--- src/rtl/pipe_adder_pkg.sv ---
// Shared constants for the pipelined adder.
// Saturation limits are built per WIDTH.
package pipe_adder_pkg;

  localparam int DEF_WIDTH  = 32;
  localparam int DEF_STAGES = 4;
  localparam int MAX_WIDTH  = 256;

  function automatic logic [MAX_WIDTH-1:0] sat_max(input int w);
    logic [MAX_WIDTH-1:0] r;
    r = '0;
    for (int i = 0; i < w - 1; i++) r[i] = 1'b1;
    return r;
  endfunction

  function automatic logic [MAX_WIDTH-1:0] sat_min(input int w);
    logic [MAX_WIDTH-1:0] r;
    r = '0;
    r[w-1] = 1'b1;
    return r;
  endfunction

endpackage

--- src/rtl/adder_segment.sv ---
// One SEG-bit slice of the carry chain.
// Also exposes the carry into its MSB.
module adder_segment #(
  parameter int SEG = 8
) (
  input  logic [SEG-1:0] a,
  input  logic [SEG-1:0] b,
  input  logic           cin,
  output logic [SEG-1:0] sum,
  output logic           cout,
  output logic           cmsb
);

  // slice add; carry into MSB recovered from the MSB sum bit
  assign {cout, sum} = {1'b0, a} + {1'b0, b} + {{SEG{1'b0}}, cin};
  assign cmsb = a[SEG-1] ^ b[SEG-1] ^ sum[SEG-1];

endmodule

--- src/rtl/pipelined_adder.sv ---
// STAGES-deep carry-chained add/sub with valid/ready.
// Option: PIPE_ADDER_SAT_EN adds sat_i (clamp on overflow).
module pipelined_adder
  import pipe_adder_pkg::*;
#(
  parameter int WIDTH  = DEF_WIDTH,
  parameter int STAGES = DEF_STAGES
) (
  input  logic             clk_i,
  input  logic             rst_i,
  input  logic             valid_i,
  output logic             ready_o,
  input  logic [WIDTH-1:0] src1_i,
  input  logic [WIDTH-1:0] src2_i,
  input  logic             sub_i,
  input  logic             carry_i,
`ifdef PIPE_ADDER_SAT_EN
  input  logic             sat_i,
`endif
  output logic             valid_o,
  input  logic             ready_i,
  output logic [WIDTH-1:0] sum_o,
  output logic             carry_o,
  output logic             ovf_o
);

  localparam int SEG  = WIDTH / STAGES;
  localparam int LAST = STAGES - 1;

  logic [WIDTH-1:0] a_q [STAGES];
  logic [WIDTH-1:0] b_q [STAGES];
  logic [WIDTH-1:0] s_q [STAGES];
  logic             c_q [STAGES];
  logic             v_q [STAGES];
  logic             ovf_q;

  logic [WIDTH-1:0] in_a [STAGES];
  logic [WIDTH-1:0] in_b [STAGES];
  logic [WIDTH-1:0] in_s [STAGES];
  logic             in_c [STAGES];
  logic             in_v [STAGES];
  logic [WIDTH-1:0] s_n  [STAGES];

  logic [SEG-1:0]   seg_sum [STAGES];
  logic             seg_co  [STAGES];
  logic             seg_cm  [STAGES];

  logic             stall;
  logic [WIDTH-1:0] fin_s;
  logic             fin_ovf;

`ifdef PIPE_ADDER_SAT_EN
  localparam logic [WIDTH-1:0] SAT_MAX = WIDTH'(sat_max(WIDTH));
  localparam logic [WIDTH-1:0] SAT_MIN = WIDTH'(sat_min(WIDTH));
  logic sat_q  [STAGES];
  logic in_sat [STAGES];
`endif

  assign stall   = v_q[LAST] & ~ready_i;
  assign ready_o = ~stall;

  for (genvar k = 0; k < STAGES; k++) begin : g_stage
    logic [WIDTH-1:0] nxt;

    if (k == 0) begin : g_head
      assign in_a[k] = src1_i;
      assign in_b[k] = sub_i ? ~src2_i : src2_i;
      assign in_c[k] = sub_i | carry_i;
      assign in_s[k] = '0;
      assign in_v[k] = valid_i;
`ifdef PIPE_ADDER_SAT_EN
      assign in_sat[k] = sat_i;
`endif
    end else begin : g_body
      assign in_a[k] = a_q[k-1];
      assign in_b[k] = b_q[k-1];
      assign in_c[k] = c_q[k-1];
      assign in_s[k] = s_q[k-1];
      assign in_v[k] = v_q[k-1];
`ifdef PIPE_ADDER_SAT_EN
      assign in_sat[k] = sat_q[k-1];
`endif
    end

    adder_segment #(
      .SEG (SEG)
    ) u_seg (
      .a    (in_a[k][k*SEG +: SEG]),
      .b    (in_b[k][k*SEG +: SEG]),
      .cin  (in_c[k]),
      .sum  (seg_sum[k]),
      .cout (seg_co[k]),
      .cmsb (seg_cm[k])
    );

    // merge this stage's slice into the forwarded lower sum bits
    always_comb begin
      nxt = in_s[k];
      nxt[k*SEG +: SEG] = seg_sum[k];
    end

    assign s_n[k] = nxt;
  end

  assign fin_ovf = seg_co[LAST] ^ seg_cm[LAST];

`ifdef PIPE_ADDER_SAT_EN
  assign fin_s = (in_sat[LAST] && fin_ovf)
               ? (s_n[LAST][WIDTH-1] ? SAT_MAX : SAT_MIN)
               : s_n[LAST];
`else
  assign fin_s = s_n[LAST];
`endif

  // advance every stage together unless the output is stalled
  always_ff @(posedge clk_i or negedge rst_i) begin
    if (!rst_i) begin
      for (int k = 0; k < STAGES; k++) begin
        v_q[k] <= 1'b0;
        c_q[k] <= 1'b0;
        a_q[k] <= '0;
        b_q[k] <= '0;
        s_q[k] <= '0;
`ifdef PIPE_ADDER_SAT_EN
        sat_q[k] <= 1'b0;
`endif
      end
      ovf_q <= 1'b0;
    end else if (!stall) begin
      for (int k = 0; k < STAGES; k++) begin
        v_q[k] <= in_v[k];
        c_q[k] <= seg_co[k];
        a_q[k] <= in_a[k];
        b_q[k] <= in_b[k];
        s_q[k] <= (k == LAST) ? fin_s : s_n[k];
`ifdef PIPE_ADDER_SAT_EN
        sat_q[k] <= in_sat[k];
`endif
      end
      ovf_q <= fin_ovf;
    end
  end

  assign valid_o = v_q[LAST];
  assign sum_o   = valid_o ? s_q[LAST] : '0;
  assign carry_o = valid_o & c_q[LAST];
  assign ovf_o   = valid_o & ovf_q;

  logic unused_bits;
`ifdef PIPE_ADDER_SAT_EN
  assign unused_bits = ^{a_q[LAST], b_q[LAST], sat_q[LAST]};
`else
  assign unused_bits = ^{a_q[LAST], b_q[LAST]};
`endif

endmodule
--- config.mk ---
export PLATFORM = sky130hd
export DESIGN_NAME = pipelined_adder
export DESIGN_NICKNAME = d
export VERILOG_FILES = /design/src/rtl/pipe_adder_pkg.sv /design/src/rtl/adder_segment.sv /design/src/rtl/pipelined_adder.sv
export SDC_FILE = /design/constraint.sdc
export NUM_CORES = 1
export LEC_CHECK = 0
export ABC_AREA = 0
export BUFFER_PORTS_ARGS = -buffer_cell sky130_fd_sc_hd__buf_2
export CAP_MARGIN = 20
export CORE_MARGIN = 1
export CORE_UTILIZATION = 45
export CTS_BUF_LIST = sky130_fd_sc_hd__clkbuf_4 sky130_fd_sc_hd__clkbuf_8
export DETAILED_ROUTE_END_ITERATION = 16
export PLACE_DENSITY = 0.76
export SLEW_MARGIN = 20
export SYNTH_ARGS = -nofsm -noshare
export SYNTH_HDL_FRONTEND = slang
export SYNTH_HIERARCHICAL = 1
export SYNTH_SLANG_ARGS = --single-unit
--- constraint.sdc ---
create_clock -name clk_i -period 6 [get_ports clk_i]
set_input_delay 0.3 -clock clk_i [delete_from_list [all_inputs] [get_ports clk_i]]
set_output_delay 0.3 -clock clk_i [all_outputs]
set_load 0.005 [all_outputs]
==> flow_summary_export.csv <==
group,metric,value,unit
place,place.gp.congestion,0.787,
route,drtAntennaViolNets,0,
floorplan,fp-row-count,52,
cells_and_area,fin_area,0.0105,mm²
route,wirelength,15400,µm
outcome,status,"finished clean",
critical_path,setup.worst_path.end_class,"flip-flop",
power,p_per_area,549,mW/mm²
cells_and_area,drive_gt1_share,45.9,%
timing,relSlewSlack,24.4,%
timing,min_period,2.46,ns
timing,hold_violations,0,
timing,rsz0062_at_grt,"no",
timing,setup_ws,3.54,ns
floorplan,fp.dieW,146,µm
timing,setup_violations,0,
route,via_per_inst,4.98,
place,place_area,0.0100,mm²
critical_path,crit_type,"flip-flop to flip-flop",
critical_path,slowest_stage,"buf_12",
critical_path,cp.required,6.34,ns
clock_tree,clk_pin_slew,0.10,ns
flow_run,max_cap_violations,0,
timing,drv_slew,0,
logic_synthesis,yosysWarningCount,6,
clock_tree,cts_tree,"yes",
cells_and_area,layout.nets,841,
global_route,grt_pass1_wl,25900,µm
timing,skew,0.00973,ns
clock_tree,cts.sinks,185,
clock_tree,htree_levels,4,
floorplan,die_height,146,µm
global_route,grt_pass1_vias,5081,
power,ir_drop,0.180,mV
clock_tree,ctsHoldBuffers,1,
clock_tree,clock_latency,0.45,ns
place,dpl.hpwl,10300,µm
timing,tightest_slew,1.13,ns
timing,tns,0,ns
critical_path,path_max_fanout,147,
global_route,grt_start_max_net_pins,148,
cells_and_area,filler_cell_count,1755,
clock_tree,post_cts_resized,0,
cells_and_area,syn2layout_area_growth,12.1,%
place,dp_cells,985,
cells_and_area,antenna_cells,0,
logic_synthesis,syn-cell-area,0.00936,mm²
critical_path,path_cells,"nand2b_4 -> buf_12 -> mux2_2",
global_route,grt_util_all_layers,15.3,%
timing,finalCritPeriodShare,40.9,%
clock_tree,root_buffer,"clkbuf_8",
floorplan,ios,106,
route,drt-initial-drc-count,200,
worst_hold_path,hp-class,"primary input to flip-flop",
critical_path,arrival,2.79,ns
floorplan,initial_core_util,46.1,%
power,p_total,0.00576,W
timing,fmax,407,MHz
route,vias,5066,
floorplan,die_area,0.0214,mm²
critical_path,max_stage_delay,0.71,ns
logic_synthesis,syn_inst,633,
global_route,grt.overflow.total,0,
place,io_buffers,105,
place,place_ws,3.21,ns
clock_tree,clk_path_buf_depth,2,
floorplan,fp.coreArea,0.0203,mm²
clock_tree,postCtsSetupBuffers,0,
route,firstDrtPassIters,4,
logic_synthesis,syn_nets,739,
global_route,antenna_found_initial,0,
power,leakage,5.08,nW
route,drc,0,
critical_path,startpoint_type,"flip-flop",
clock_tree,numCtsBuffers,17,
logic_synthesis,syn_avg_cell_area,14.8,µm²
cells_and_area,finalNonFillerCells,1017,
route,wl_per_cell,15.1,µm
[worst max-delay path, delay by kind of cell, from the launching register on]
family / cells / cell delay [ns]
muxes: 1 / 0.42
buffers and inverters: 1 / 0.71
DFF: 1 / 0.41
and+or+nand+nor: 1 / 0.52
[per-layer routing]
metal	vias to the layer above	track usage, %	routed length [µm]
li1	2437	-	-
met1	2517	21.3	7510
met2	99	23.8	7180
met3	13	3.59	511
met4	0	4.69	170
met5	-	0	0
[sequential cells by signal, indices dropped and copies added (netlist names), 3 cells and up]
| signal | cells |
|---|---|
| a_q | 48 |
| b_q | 48 |
| c_q | 4 |
| fin_s | 24 |
| g_stage.nxt | 24 |
| in_v | 3 |
| s_q | 32 |
[per-stage QoR]
stage               utilization [%]  hold WS [ns]
floorplan                         -       0.00441
global placement               49.5         0.233
detailed placement             49.5         0.233
CTS                            51.7        0.0278
global route                   51.7        0.0245
finish                         51.7        0.0707
[cell usage in the layout, fill, tap and decap left out, types with 5 or more instances in the layout]
cell type  instances
nand3_1            6
nand2_1           12
mux2_2            46
a311o_1           12
xor2_1            41
ha_1              28
buf_2            104
a21oi_2            8
mux2_4           138
inv_1             12
clkbuf_8          17
and2_1            34
fa_1               8
xnor2_1            8
a21o_1             5
dfrtp_1          185
a21oi_1           16
[where the power goes]
group	internal [W]	total, W	switching (W)	leakage [nW]
Sequential	0.00182	0.00214	0.000325	2.16
Combinational	0.00164	0.00270	0.00107	2.71
Clock	0.000468	0.000913	0.000445	0.212
[final timing paths]
path,slack [ns],from,end,depth (start not counted)
max,3.54,valid_o,fin_s[16],3
max in group asynchronous,4.42,rst_i,a_q[112],3
max reg2reg,3.54,valid_o,fin_s[16],3
min in group asynchronous,0.31,rst_i,a_q[118],2
min,0.07,src1_i[12],a_q[108],2
min reg2reg,0.47,in_v[0],valid_o,1
[layout make-up]
class	count	area [µm²]	share of cell area (%)
Clock inverter	12	189	1.80
Multi-Input combinational cell	404	4440	42.3
Tap cell	270	338	3.22
Clock buffer	19	249	2.37
Timing Repair Buffer	111	592	5.64
Inverter	16	60.1	0.572
Sequential cell	185	4630	44.1
No activity file was read; power rests on OpenSTA's default activity.
